File: src/rtl/magnitude_detect_if.sv
// Sample stream in, smoothed value and detection results out, for magnitude_detect.
// The master drives samples and thresholds; the slave is the detector.
interface magnitude_detect_if;
    logic        in_valid;
    logic [7:0]  mag;
    logic [7:0]  th_on;
    logic [7:0]  th_off;
    logic [7:0]  avg;
    logic        avg_valid;
    logic        detect;
    logic        det_start;
    logic [7:0]  peak;
    logic [15:0] event_count;

    modport master (
        output in_valid, mag, th_on, th_off,
        input  avg, avg_valid, detect, det_start, peak, event_count
    );

    modport slave (
        input  in_valid, mag, th_on, th_off,
        output avg, avg_valid, detect, det_start, peak, event_count
    );
endinterface

File: src/rtl/magnitude_detect.sv
// Moving-average magnitude smoother followed by a hysteresis/hold signal-present detector.
// Define MAGNITUDE_DETECT_PEAK_EN to build the per-event peak tracker; otherwise peak reads 0.
module magnitude_detect #(
    parameter int unsigned AVG_LOG2    = 2,
    parameter int unsigned HOLD_CYCLES = 8
) (
    input  logic              clk,
    input  logic              reset,
    magnitude_detect_if.slave bus
);
    localparam int unsigned N  = 1 << AVG_LOG2;
    localparam int unsigned SW = 8 + AVG_LOG2;
    localparam int unsigned HW = (HOLD_CYCLES > 1) ? $clog2(HOLD_CYCLES) : 1;
    localparam logic [HW-1:0] HOLD_LOAD = HW'(HOLD_CYCLES - 1);

    typedef enum logic [1:0] {
        IDLE,
        ACTIVE,
        HOLD
    } state_t;

    logic [7:0]    sample;
    logic [7:0]    win_q [N];
    logic [SW-1:0] sum_q;
    logic [SW-1:0] sum_d;
    logic [7:0]    avg_q;
    logic          avg_valid_q;
    state_t        state_q;
    logic [HW-1:0] hold_cnt_q;
    logic          detect_q;
    logic          det_start_q;
    logic [15:0]   event_count_q;

    // Negative samples carry no energy; modular add/sub keeps the running sum exact.
    always_comb begin
        sample = bus.mag[7] ? '0 : bus.mag;
        sum_d  = sum_q + SW'(sample) - SW'(win_q[N-1]);
    end

    always_ff @(posedge clk or posedge reset) begin
        if (reset) begin
            for (int unsigned i = 0; i < N; i++) begin
                win_q[i] <= '0;
            end
            sum_q       <= '0;
            avg_q       <= '0;
            avg_valid_q <= 1'b0;
        end else begin
            avg_valid_q <= bus.in_valid;
            if (bus.in_valid) begin
                for (int unsigned i = N - 1; i > 0; i--) begin
                    win_q[i] <= win_q[i-1];
                end
                win_q[0] <= sample;
                sum_q    <= sum_d;
                avg_q    <= 8'(sum_d >> AVG_LOG2);
            end
        end
    end

    always_ff @(posedge clk or posedge reset) begin
        if (reset) begin
            state_q       <= IDLE;
            hold_cnt_q    <= '0;
            detect_q      <= 1'b0;
            det_start_q   <= 1'b0;
            event_count_q <= '0;
        end else begin
            det_start_q <= 1'b0;
            if (avg_valid_q) begin
                unique case (state_q)
                    IDLE: begin
                        if (avg_q >= bus.th_on) begin
                            state_q     <= ACTIVE;
                            detect_q    <= 1'b1;
                            det_start_q <= 1'b1;
                            if (event_count_q != '1) begin
                                event_count_q <= event_count_q + 16'd1;
                            end
                        end
                    end
                    ACTIVE: begin
                        if (avg_q < bus.th_off) begin
                            state_q    <= HOLD;
                            hold_cnt_q <= HOLD_LOAD;
                        end
                    end
                    HOLD: begin
                        // Re-crossing th_on continues the same event.
                        if (avg_q >= bus.th_on) begin
                            state_q <= ACTIVE;
                        end else if (hold_cnt_q == '0) begin
                            state_q  <= IDLE;
                            detect_q <= 1'b0;
                        end else begin
                            hold_cnt_q <= hold_cnt_q - HW'(1);
                        end
                    end
                    default: begin
                        state_q  <= IDLE;
                        detect_q <= 1'b0;
                    end
                endcase
            end
        end
    end

`ifdef MAGNITUDE_DETECT_PEAK_EN
    logic [7:0] peak_q;

    always_ff @(posedge clk or posedge reset) begin
        if (reset) begin
            peak_q <= '0;
        end else if (avg_valid_q) begin
            if (state_q == IDLE) begin
                if (avg_q >= bus.th_on) begin
                    peak_q <= avg_q;
                end
            end else if (avg_q > peak_q) begin
                peak_q <= avg_q;
            end
        end
    end

    assign bus.peak = peak_q;
`else
    assign bus.peak = '0;
`endif

    assign bus.avg         = avg_q;
    assign bus.avg_valid   = avg_valid_q;
    assign bus.detect      = detect_q;
    assign bus.det_start   = det_start_q;
    assign bus.event_count = event_count_q;
endmodule
File: src/flat_wrapper.sv
// flat-port wrapper written by rule: the top's interface ports become plain ports
module magnitude_detect_flat 
#(
    parameter int unsigned AVG_LOG2    = 2,
    parameter int unsigned HOLD_CYCLES = 8
)
  (clk, reset, bus_in_valid, bus_mag, bus_th_on, bus_th_off, bus_avg, bus_avg_valid, bus_detect, bus_det_start, bus_peak, bus_event_count);
  magnitude_detect_if bus_i ();
  input  logic clk;
  input  logic reset;
  input wire logic [$bits(bus_i.in_valid)-1:0] bus_in_valid;
  input wire logic [$bits(bus_i.mag)-1:0] bus_mag;
  input wire logic [$bits(bus_i.th_on)-1:0] bus_th_on;
  input wire logic [$bits(bus_i.th_off)-1:0] bus_th_off;
  output wire logic [$bits(bus_i.avg)-1:0] bus_avg;
  output wire logic [$bits(bus_i.avg_valid)-1:0] bus_avg_valid;
  output wire logic [$bits(bus_i.detect)-1:0] bus_detect;
  output wire logic [$bits(bus_i.det_start)-1:0] bus_det_start;
  output wire logic [$bits(bus_i.peak)-1:0] bus_peak;
  output wire logic [$bits(bus_i.event_count)-1:0] bus_event_count;
  assign bus_i.in_valid = bus_in_valid;
  assign bus_i.mag = bus_mag;
  assign bus_i.th_on = bus_th_on;
  assign bus_i.th_off = bus_th_off;
  assign bus_avg = bus_i.avg;
  assign bus_avg_valid = bus_i.avg_valid;
  assign bus_detect = bus_i.detect;
  assign bus_det_start = bus_i.det_start;
  assign bus_peak = bus_i.peak;
  assign bus_event_count = bus_i.event_count;
  magnitude_detect #(.AVG_LOG2(AVG_LOG2), .HOLD_CYCLES(HOLD_CYCLES)) u_core (.clk(clk), .reset(reset), .bus(bus_i));
endmodule
File: config.mk
export PLATFORM = sky130hd
export DESIGN_NAME = magnitude_detect_flat
export DESIGN_NICKNAME = d
export VERILOG_FILES = /design/src/rtl/magnitude_detect_if.sv /design/src/rtl/magnitude_detect.sv /design/src/flat_wrapper.sv
export SDC_FILE = /design/constraint.sdc
export NUM_CORES = 1
export LEC_CHECK = 0
export ABC_AREA = 1
export BUFFER_PORTS_ARGS = -buffer_cell sky130_fd_sc_hd__buf_2
export CORE_AREA = 2 2 86 88
export DETAILED_ROUTE_END_ITERATION = 8
export DIE_AREA = 0 0 88 90
export GPL_ROUTABILITY_DRIVEN = 0
export PLACE_DENSITY = 0.89
export SLEW_MARGIN = 30
export SYNTH_ARGS = -nofsm -noshare
export SYNTH_HDL_FRONTEND = slang
export SYNTH_SLANG_ARGS = --single-unit
File: constraint.sdc
create_clock -name clk -period 3.1 [get_ports clk]
set_clock_uncertainty 0.2 [all_clocks]
set_input_delay 0.31 -clock clk [delete_from_list [all_inputs] [get_ports clk]]
set_output_delay 0.31 -clock clk [all_outputs]
set_load 0.01 [all_outputs]
==> metrics.md, run 1 <==
| Metric | Value |
|---|---|
| Drt pass-1 iters | `4` |
| Area occupied by multi-input gates | `0.001898 mm2` |
| Post-cts resize count | `0` |
| Final Power | `0.003495 W` |
| Initial Util | `55.91%` |
| DR WL/cell | `11.64 um` |
| Aggregate global-route resource usage | `21.66%` |
| Initial DRC Count | `214` |
| Status | `finished with violations` |
| First-pass GRT wire length | `roughly 14,000 um` |
| Post-DRT Antenna Nets | `0` |
| Final instance area | `0.004345 mm2` |
| ANT cells | `0` |
| Initial antenna violation count | `0` |
| Post-Syn Area per Cell | `7.681 um2` |
| Post-DP HPWL | `5779 um` |
| Max-cap violations | `0` |
| RSZ-0062 raised after global routing | `no` |
| Clk sinks | `62` |
| CTS hold repair buffers | `0` |
| Clock-pin transition on the worst setup and hold timing paths | `0.06 ns` |
| Slew @ Worst Pin | `0.7653 ns` |
| Layout fillers | `roughly 570` |
| Die width | `88 um` |
| Register area share after synthesis | `39.53%` |
| Grt ovf | `0` |
| Storage element area | `0.001551 mm2` |
| Failing checks | `negative hold slack` |
| Worst ir drop on vdd | `0.3468 mV` |
| Nets | `621` |
| Peak Freq | `394.2 MHz` |
| Num CTS Buffers | `9` |
| Via count | `3,308` |
| Power Density | `a little over 800 mW/mm2` |
| CTS HTree Levels | `3` |
| Non-filler cells in the finished layout | `663` |
| Post-synthesis cell type count | `32` |
| Hold WC Path Type | `primary input to async pin` |
| Rel. slew slack | `48.98%` |
| Ports | `62` |
| Fin. Hold Viols | `20` |
| Reg2Reg Depth | `9` |
| Share of cells above drive strength 1 | `between 10 and 15%` |
| Netlist Area Pre-Place | `0.003925 mm2` |
| Final Cycle Share | `81.82%` |
| Crit path buf inv count | `2` |
| Final number of setup-violating endpoints | `0` |
| YS warnings | `0` |
| CTS Root Cell | `clkbuf_8` |
| Delay-heaviest family, CP | `adder cells` |
| Routed WL | `between 7000 and 8000 um` |
| Setup Fix Bufs, Post-CTS | `0` |
| Pleak | `~2.4 nW` |
| Crit path DAT | `approximately 2.5 ns` |
| Max-slew violation count | `0` |
| Hold slack | `-0.02320 ns` |
| CP max stage cell | `fa_1` |
| Port buffer count | `53` |
| Core footprint | `0.007020 mm2` |
| DRC violations left | `0` |
| CP max stage delay | `0.55 ns` |
| Clk Latency, worst-skew pair | `0.33 ns` |
| Final core occ | `61.90%` |
| CTS tree | `done` |
| Critical path required time | `3.11 ns` |
| Vias per cell | `4.989` |
| Post-Place Cell Area | `0.004184 mm2` |
| Largest net degree at the start of global routing | `63` |
| Area grow syn2layout | `10.71%` |
| Most frequent cells in the layout | `171 x nand2_1, 82 x inv_1, 62 x dfrtp_1` |
| Row count | `31` |
| Min Tclk post-route | `about 2.5 ns` |
| Crit. path cell count | `9` |
| CP cell instances | `inv_1 -> fa_1 -> inv_1 -> ha_1 -> a21oi_1 -> nand2_1 -> a21oi_1 -> xor2_1 -> o21ai_0` |
| Fin Setup TNS | `0 ns` |
| Critical Path End Type | `register` |
| DIE AREA | `around 0.008 mm2` |
| Max FO, Critical Path | `6` |
| Critical path type | `register to register` |
| Placed Cells | `647` |
| Type of origin of the critical path | `register` |
| Synth Register Bits | `62` |
| Die Ht | `about 90 um` |
| Clock buffer depth | `2` |
| Vias in the first global route | `3,225` |
| Cell count after synthesis | `511` |
| Most common cell after layout, fill and taps aside | `nand2_1` |
## path summary, 6_finish.rpt
check | from | to | slack (ns)
setup / recovery | u_core.bus.avg[0] | u_core.bus.avg[3] | 0.56
hold / removal | reset | u_core.bus.event_count[15] | -0.02
setup reg to reg | u_core.bus.avg[0] | u_core.bus.avg[3] | 0.56
hold reg to reg | u_core.win_q[16] | u_core.win_q[16] | 0.27
max in group asynchronous | reset | u_core.bus.event_count[0] | 2.20
min in group clk | bus_mag[2] | u_core.win_q[26] | 0.09
## cell type report
cell class	instances	share of cell area, %
multi-input cells	345	43.68
repair buffers	57	6.795
clock inverters	1	0.1152
well taps	99	2.851
inverters	84	7.256
clock buffers	15	3.599
flip-flops and latches	62	35.70
## worst min-delay path: cells and delay by family
family,cells,cell delay (ns)
buf+inv,3,0.71
## stage by stage
stage / hold slack [ns] / worst slack, ns
2_1_floorplan: 0.1414 / 0.7550
3_3_place_gp: 0.2534 / 0.5169
3_5_place_dp: 0.2640 / 0.4308
4_1_cts: 0.005393 / 0.5991
5_1_grt: 0.06313 / 0.3117
6_report: -0.02320 / 0.5635
## where the power goes
part           leakage (nW)  internal, W  total, W  switching, W
clock network        0.0817     0.000313  0.000601      0.000288
logic                  1.54     0.000670   0.00176       0.00109
registers             0.807     0.000981   0.00114      0.000156
## cell families (layout without fill, tap and decap cells)
group,after synthesis,in the layout,synth area share [%]
flip-flops,62,62,39.53
buffers and inverters,111,157,12.78
XOR/XNOR,15,15,3.347
other,1,8,0.09554
AO/OA/AOI/OAI,55,55,7.491
AND/OR/NAND/NOR,232,232,24.26
adder cells (fa/ha/maj),35,35,12.50
## cells in the mapped netlist
library cell | count | area [um2]
a21o_1 | 1 | 7.510
inv_2 | 1 | 3.750
nand3_2 | 1 | 10.01
o21bai_1 | 1 | 7.510
nand4_1 | 8 | 50.05
nor2_1 | 19 | 71.32
dfrtp_1 | 62 | 1551
buf_1 | 2 | 7.510
o21ai_0 | 35 | 175.2
fa_1 | 7 | 140.1
xor2_1 | 6 | 52.55
ha_1 | 28 | 350.3
buf_4 | 16 | 120.1
nand2_2 | 4 | 25.02
nor2_2 | 1 | 6.260
clkbuf_1 | 6 | 22.52
buf_6 | 1 | 11.26
a31oi_1 | 3 | 18.77
nand3_1 | 18 | 90.09
buf_12 | 1 | 20.02
xnor2_1 | 9 | 78.83
buf_2 | 1 | 5.000
nand2_1 | 171 | 641.9
a21oi_2 | 1 | 8.760
inv_1 | 83 | 311.6
or2_2 | 1 | 6.260
a21oi_1 | 11 | 55.05
conb_1 | 1 | 3.750
nor3_1 | 8 | 40.04
o22ai_1 | 2 | 12.51
o2111ai_1 | 1 | 8.760
nor2_4 | 1 | 11.26
## routing by layer
metal | vias up | track usage [%] | share of wire, %
met2 | 102 | 35.48 | 48
met4 | 0 | 10.64 | 2.6
met5 | - | 0 | 0
li1 | 1657 | - | -
met1 | 1530 | 27.81 | 45
met3 | 19 | 3.030 | 4.8
## flip-flops by register name, summed over array words and instances, names as in the netlist
signal	cells
u_core.state_q	2
u_core.bus.event_count	16
u_core.win_q	28
u_core.sum_q	2
u_core.bus.avg_valid	1
u_core.bus.detect	1
u_core.bus.det_start	1
u_core.bus.avg	8
u_core.hold_cnt_q	3
No activity file was read; power rests on OpenSTA's default activity.
==> run 2: changes to the inputs <==
--- a/config.mk
+++ b/config.mk
@@ -7,11 +7,11 @@
 export LEC_CHECK = 0
 export ABC_AREA = 1
 export BUFFER_PORTS_ARGS = -buffer_cell sky130_fd_sc_hd__buf_2
-export CORE_AREA = 2 2 86 88
+export CORE_AREA = 2 2 90 92
 export DETAILED_ROUTE_END_ITERATION = 8
-export DIE_AREA = 0 0 88 90
+export DIE_AREA = 0 0 92 94
 export GPL_ROUTABILITY_DRIVEN = 0
-export PLACE_DENSITY = 0.89
+export PLACE_DENSITY = 0.86
 export SLEW_MARGIN = 30
 export SYNTH_ARGS = -nofsm -noshare
 export SYNTH_HDL_FRONTEND = slang
==> constraint.sdc (replaced) <==
create_clock -name clk -period 2.3 [get_ports clk]
set_clock_uncertainty 0.2 [all_clocks]
set_input_delay 0.23 -clock clk [delete_from_list [all_inputs] [get_ports clk]]
set_output_delay 0.23 -clock clk [all_outputs]
set_load 0.01 [all_outputs]
==> run 2 against run 1 <==
Net effect: clock-buffer cell count down 2; the flow finishes with violations (negative setup slack); clock power up 73%; combinational power up 140%; non-clock buffer count up 28; first-iteration DRC count up 30%; power up 91%; global-route usage up 1.3 points; sequential power up 31%; die area up 9.2%; sequential share of layout area down 4.4 points; sequential cell count unchanged; routed wire length up 36%.
==> metrics.md, run 2 (synthesis results as in run 1) <==
| Metric | Value |
|---|---|
| Status | `finished with violations (unchanged)` |
| Failing checks | `negative setup slack (was negative hold slack)` |
| Ports | `62 (unchanged)` |
| Final core occ | `65.21% (was 61.90%)` |
| Power Density | `1345 mW/mm2 (was 804.2 mW/mm2)` |
| First-pass GRT wire length | `15,680 um (was 13,710 um)` |
| Clk pwr share | `15.6% (was 17.2%)` |
| Fin. Hold Viols | `0 (was 20)` |
| Post-DRT Antenna Nets | `0 (unchanged)` |
| Final WS setup | `-0.2016 ns (was 0.5635 ns)` |
| Int Pwr | `0.003665 W (was 0.001965 W)` |
| Post-DP HPWL | `6467 um (was 5779 um)` |
| Die Ht | `94 um (was 90 um)` |
| Final number of setup-violating endpoints | `5 (was 0)` |
| Clock-pin transition on the worst setup and hold timing paths | `0.07 ns (was 0.06 ns)` |
| Min Tclk post-route | `2.502 ns (was 2.537 ns)` |
| DIE AREA | `0.008648 mm2 (was 0.007920 mm2)` |
| Max-slew violation count | `0 (unchanged)` |
| Worst ir drop on vdd | `0.5796 mV (was 0.3468 mV)` |
| CTS Root Cell | `clkbuf_8 (unchanged)` |
| Num CTS Buffers | `9 (unchanged)` |
| Max FO, Critical Path | `4 (was 6)` |
| Register share of total power | `22.4% (was 32.6%)` |
| Final Power | `0.006670 W (was 0.003495 W)` |
| Type of origin of the critical path | `register (unchanged)` |
| Core footprint | `0.007607 mm2 (was 0.007020 mm2)` |
| Largest net degree at the start of global routing | `42 (was 63)` |
| Nets | `650 (was 621)` |
| Comb power frac | `62.1% (was 50.3%)` |
| Clk sinks | `62 (unchanged)` |
| Initial Util | `51.60% (was 55.91%)` |
| Row count | `32 (was 31)` |
| Non-filler cells in the finished layout | `695 (was 663)` |
| Share of cells above drive strength 1 | `27.66% (was 14.01%)` |
| CTS tree | `done (unchanged)` |
| DRC violations left | `0 (unchanged)` |
| Hold WC Path Type | `primary input to register (was primary input to async pin)` |
| CTS HTree Levels | `3 (unchanged)` |
| Aggregate global-route resource usage | `22.98% (was 21.66%)` |
| Initial antenna violation count | `0 (unchanged)` |
| Routed WL | `10,500 um (was 7717 um)` |
| Max-cap violations | `0 (unchanged)` |
| Placed Cells | `670 (was 647)` |
| Clk Latency, worst-skew pair | `0.35 ns (was 0.33 ns)` |
| Max FFs per register | `28 (unchanged)` |
| Top reg by flops | `u_core.win_q (unchanged)` |
| NetSw | `0.003005 W (was 0.001530 W)` |
| Most frequent cells in the layout | `163 x nand2_1, 65 x inv_1, 62 x dfrtp_1 (was 171 x nand2_1, 82 x inv_1, 62 x dfrtp_1)` |
| Grt ovf | `0 (unchanged)` |
| Vias in the first global route | `3,473 (was 3,225)` |
| Initial DRC Count | `279 (was 214)` |
| Dpl ws | `-0.3418 ns (was 0.4308 ns)` |
| Critical path required time | `2.32 ns (was 3.11 ns)` |
| Area grow syn2layout | `26.39% (was 10.71%)` |
| Critical path type | `register to register (unchanged)` |
| Hold slack | `0.03344 ns (was -0.02320 ns)` |
| Peak Freq | `399.7 MHz (was 394.2 MHz)` |
| Pleak | `2.630 nW (was 2.432 nW)` |
| ANT cells | `0 (unchanged)` |
| Switching share of power | `45.05% (was 43.79%)` |
| Critical Path End Type | `register (unchanged)` |
| Clock buffer depth | `2 (unchanged)` |
| RSZ-0062 raised after global routing | `yes (was no)` |
| Vias per cell | `5.304 (was 4.989)` |
| Most common cell after layout, fill and taps aside | `nand2_1 (unchanged)` |
| Drt pass-1 iters | `5 (was 4)` |
| DR WL/cell | `15.11 um (was 11.64 um)` |
| Port buffer count | `53 (unchanged)` |
| Crit path DAT | `2.53 ns (was 2.54 ns)` |
| Die width | `92 um (was 88 um)` |
| Final Cycle Share | `108.8% (was 81.82%)` |
| Via count | `3,686 (was 3,308)` |
[run 2: power groups by stage]
stage                     Combinational, W  Sequential (W)  Clock (W)
after floorplan                    0.00192         0.00152          0
after global placement             0.00254         0.00148          0
after detailed placement           0.00274         0.00150          0
after CTS                          0.00299         0.00148    0.00105
after global routing               0.00444         0.00152    0.00110
final                              0.00414         0.00149    0.00104
[run 2: repair_timing]
action                                  4_1_cts  5_1_grt
resized for setup                            12       64
hold buffers                                  2        0
endpoints found under the hold margin        22        0
setup buffers                                 0        6
endpoints found under the setup margin        7       22
cloned                                        0        1
pin swaps                                     2       39
[run 2: per-stage QoR]
step / setup TNS [ns] / area (um2)
finish: -0.4568 / 4961
global route: -0.7743 / 4961
CTS: -0.1175 / 4684
detailed placement: -1.948 / 4363
global placement: -1.046 / 4363
floorplan: 0 / 3951
[run 2: critical path: stages (launching register included)]
cell and delay, ns:
dfrtp_1 0.38, inv_2 0.07, fa_1 0.55, inv_2 0.06, ha_4 0.31, nand3_4 0.10
nand3_4 0.13, nand4_1 0.19, nand2_1 0.15, nand2_1 0.07, nand3_1 0.07, o21ai_1 0.07
[run 2: final cells by class]
cell class	count	area [um2]
well taps	102	127.6
repair inverters	1	7.507
clock inverters	3	40.04
multi-input cells	345	2193
fillers	543	2646
clock buffers	13	178.9
flip-flops and latches	62	1551
inverters	84	319.1
repair buffers	85	543.0
[run 2: metal layers]
metal	wire length (um)	global-route usage, %	vias to the layer above
met4	403	9.826	0
met2	5352	40.38	189
met1	4029	27.53	1736
li1	-	-	1721
met5	0	0	-
met3	719	4.575	40
[run 2: worst paths after layout]
| check | from | endpoint | slack, ns | cells past startpoint |
|---|---|---|---|---|
| min in group asynchronous | reset | u_core.bus.det_start | 0.25 | 3 |
| setup / recovery | u_core.bus.avg[1] | u_core.bus.avg[6] | -0.20 | 11 |
| max in group asynchronous | reset | u_core.win_q[25] | 1.04 | 4 |
| hold / removal | bus_mag[6] | u_core.win_q[30] | 0.03 | 3 |
| setup reg to reg | u_core.bus.avg[1] | u_core.bus.avg[6] | -0.20 | 11 |
| hold reg to reg | u_core.hold_cnt_q[2] | u_core.hold_cnt_q[2] | 0.27 | 2 |
==> run 3: changes to the inputs <==
--- a/config.mk
+++ b/config.mk
@@ -12,6 +12,7 @@
 export DIE_AREA = 0 0 92 94
 export GPL_ROUTABILITY_DRIVEN = 0
 export PLACE_DENSITY = 0.86
+export SETUP_SLACK_MARGIN = 0.1
 export SLEW_MARGIN = 30
 export SYNTH_ARGS = -nofsm -noshare
 export SYNTH_HDL_FRONTEND = slang
==> run 3 against run 2 <==
Net effect: the run ends with negative hold slack, negative setup slack left; critical path depth did not move; sequential cell count stayed put; fmax up 7.4%; combinational power fell by 6.5%; clock power decreased by 5%; die area did not move; register-to-register slack better by 0.17 ns; non-clock buffer count fell by 6; first-iteration DRC count shrank 9.0%; sequential share of layout area rose by 0.45 points; final area fell by 1.4%; sequential power is essentially flat; critical path type unchanged; critical endpoint is now u_core.bus.avg[5]; largest cell class unchanged; highest routed layer unchanged.
==> metrics.md, run 3 (synthesis results as in run 1) <==
| Metric | Value |
|---|---|
| ANT cells | `0 (unchanged)` |
| Largest net degree at the start of global routing | `38 (was 42)` |
| CP cell instances | `inv_2 -> fa_1 -> inv_1 -> ha_4 -> a21oi_4 -> inv_2 -> a21oi_2 -> nand2_1 -> nand2_1 -> nand3_1 -> o21ai_0 (was inv_2 -> fa_1 -> inv_2 -> ha_4 -> nand3_4 -> nand3_4 -> nand4_1 -> nand2_1 -> nand2_1 -> nand3_1 -> o21ai_1)` |
| Crit path DAT | `2.40 ns (was 2.53 ns)` |
| Ports | `62 (unchanged)` |
| Max-slew violation count | `0 (unchanged)` |
| Max-cap violations | `0 (unchanged)` |
| Vias in the first global route | `3,568 (was 3,473)` |
| Grt ovf | `0 (unchanged)` |
| Top reg by flops | `u_core.win_q (unchanged)` |
| Most common cell after layout, fill and taps aside | `nand2_1 (unchanged)` |
| Aggregate global-route resource usage | `22.94% (was 22.98%)` |
| R2R Path End | `u_core.bus.avg[5] (was u_core.bus.avg[6])` |
| Die Ht | `94 um (unchanged)` |
| Post-DRT Antenna Nets | `0 (unchanged)` |
| Final Cycle Share | `101.3% (was 108.8%)` |
| Worst r2r src | `u_core.bus.avg[2] (was u_core.bus.avg[1])` |
| Hold slack | `-0.0005288 ns (was 0.03344 ns)` |
| Clk Latency, worst-skew pair | `0.35 ns (about the same)` |
| Drt pass-1 iters | `5 (unchanged)` |
| Initial DRC Count | `254 (was 279)` |
| CTS HTree Levels | `3 (unchanged)` |
| CTS Root Cell | `clkbuf_8 (unchanged)` |
| CP max stage delay | `0.53 ns (was 0.55 ns)` |
| Most frequent cells in the layout | `159 x nand2_1, 66 x inv_1, 62 x dfrtp_1 (was 163 x nand2_1, 65 x inv_1, 62 x dfrtp_1)` |
| Layout fillers | `603 (was 543)` |
| DRC violations left | `0 (unchanged)` |
| Worst Hold Path EP | `u_core.win_q[26] (was u_core.win_q[30])` |
| Share of cells above drive strength 1 | `26.75% (was 27.66%)` |
| Power Density | `1303 mW/mm2 (was 1345 mW/mm2)` |
| Non-filler cells in the finished layout | `689 (was 695)` |
| DR WL/cell | `14.08 um (was 15.11 um)` |
| Dpl ws | `-0.1897 ns (was -0.3418 ns)` |
| Port buffer count | `53 (unchanged)` |
| DIE AREA | `0.008648 mm2 (unchanged)` |
| Status | `finished with violations (unchanged)` |
| Initial antenna violation count | `0 (unchanged)` |
| Critical path type | `register to register (unchanged)` |
| Max FO, Critical Path | `5 (was 4)` |
| Worst ir drop on vdd | `0.5347 mV (was 0.5796 mV)` |
| Critical Path End Type | `register (unchanged)` |
| Via count | `3,571 (was 3,686)` |
| HP Start | `bus_mag[2] (was bus_mag[6])` |
| Clk sinks | `62 (unchanged)` |
| Fin. Hold Viols | `1 (was 0)` |
| CTS tree | `done (unchanged)` |
| Vias per cell | `5.183 (was 5.304)` |
| Clock buffer depth | `2 (unchanged)` |
| Hold WC Path Type | `primary input to register (unchanged)` |
| Min-Delay Path Depth | `3 (unchanged)` |
| Final number of setup-violating endpoints | `2 (was 5)` |
| R2R setup slack | `-0.03 ns (was -0.20 ns)` |
| Routed WL | `9700 um (was 10,500 um)` |
| Rel. slew slack | `57.34%` |
| First-pass GRT wire length | `15,780 um (was 15,680 um)` |
| Core footprint | `0.007607 mm2 (unchanged)` |
| Post-DP HPWL | `6292 um (was 6467 um)` |
| CP max stage cell | `fa_1 (unchanged)` |
| Type of origin of the critical path | `register (unchanged)` |
| Nets | `644 (was 650)` |
| Num CTS Buffers | `9 (unchanged)` |
| Reg2Reg Depth | `11 (unchanged)` |
| Peak Freq | `429.2 MHz (was 399.7 MHz)` |
| Clock-pin transition on the worst setup and hold timing paths | `0.07 ns (about the same)` |
| RSZ-0062 raised after global routing | `yes (unchanged)` |
| Critical path required time | `2.37 ns (was 2.32 ns)` |
| Pleak | `2.582 nW (was 2.630 nW)` |
| Initial Util | `51.60% (unchanged)` |
| Failing checks | `negative hold slack, negative setup slack (was negative setup slack)` |
| Die width | `92 um (unchanged)` |
| Placed Cells | `664 (was 670)` |
| Min Tclk post-route | `2.330 ns (was 2.502 ns)` |
| Row count | `32 (unchanged)` |
| Slew @ Worst Pin | `0.6389 ns` |
| Max FFs per register | `28 (unchanged)` |
| Final WS setup | `-0.02969 ns (was -0.2016 ns)` |
| Area grow syn2layout | `24.61% (was 26.39%)` |
==> run 3: cell types whose count changed in the layout (fill, tap and decap cells not counted), moves of 3 or more <==
| cell | before | now |
|---|---|---|
| nand2_1 | 163 | 159 |
| nand2_2 | 9 | 13 |
| o21ai_0 | 30 | 33 |
| o21ai_1 | 5 | 2 |
| buf_4 | 26 | 20 |
==> run 3: report_power, final <==
part	internal (W)	switching [W]	total (W)	leakage (nW)
logic	0.00162	0.00225	0.00387	1.68
clock network	0.000559	0.000433	0.000991	0.0996
registers	0.00132	0.000190	0.00151	0.807
total	0.00350	0.00287	0.00637	2.58
==> run 3: how the worst max path moves through the flow <==
stage / start / endpoint / slack (ns) / depth (start not counted)
2_1_floorplan: u_core.bus.avg[4] / u_core.bus.avg[7] / 0.10 / 11
3_3_place_gp: bus_mag[7] / u_core.bus.avg[4] / -0.07 / 11
3_5_place_dp: bus_mag[7] / u_core.bus.avg[4] / -0.19 / 11
4_1_cts: u_core.bus.avg[3] / u_core.bus.avg[7] / 0.05 / 12
5_1_grt: u_core.bus.avg[3] / u_core.bus.avg[6] / -0.13 / 10
6_report: u_core.bus.avg[2] / u_core.bus.avg[5] / -0.03 / 11
==> run 3: cell type report <==
type / instances / area [um2] / area share [%]
multi-input combinational: 345 / 2182 / 44.61
sequential: 62 / 1551 / 31.72
timing repair buffer: 79 / 498.0 / 10.18
inverter: 84 / 322.8 / 6.600
clock buffer: 13 / 158.9 / 3.249
tap: 102 / 127.6 / 2.609
clock inverter: 3 / 42.54 / 0.8698
timing repair inverter: 1 / 7.507 / 0.1535
==> run 3: per-layer routing <==
layer | GRT usage (%) | part of all wire [%] | vias up | wire length, um
met2 | 38.97 | 50 | 139 | 4861
met3 | 3.210 | 4.9 | 36 | 475
met4 | 12.56 | 3.3 | 0 | 324
li1 | - | - | 1715 | -
met5 | 0 | 0 | - | 0
met1 | 28.36 | 42 | 1681 | 4039
==> run 3: worst max-delay path, delay by kind of cell (launching register included) <==
kind	cells	cell delay, ns
compound gates	3	0.41
buf+inv	3	0.21
simple gates	3	0.25
flops	1	0.36
fa+ha+maj	2	0.80
==> run 3: through the flow <==
stage                     cell area, um2   TNS, ns  power [W]  hold slack (ns)  util (%)
after floorplan                     4033         0   0.003631          0.06143         -
after global placement              4399   -0.1274   0.004169           0.1361     57.83
after detailed placement            4399   -0.5293   0.004368           0.1547     57.83
after CTS                           4738         0   0.005767         0.007385     62.29
after global routing                4891   -0.3748   0.006791          0.03679     64.29
final                               4891  -0.05280   0.006371       -0.0005288     64.29
==> run 3: what timing repair did <==
action                                  in CTS  in global routing
hold endpoints to repair                    27                  0
pin swaps                                   22                 12
endpoints found under the setup margin      18                 25
cloned                                       1                  0
hold buffers                                 2                  0
buffers inserted                             4                  2
resized for setup                           33                 29
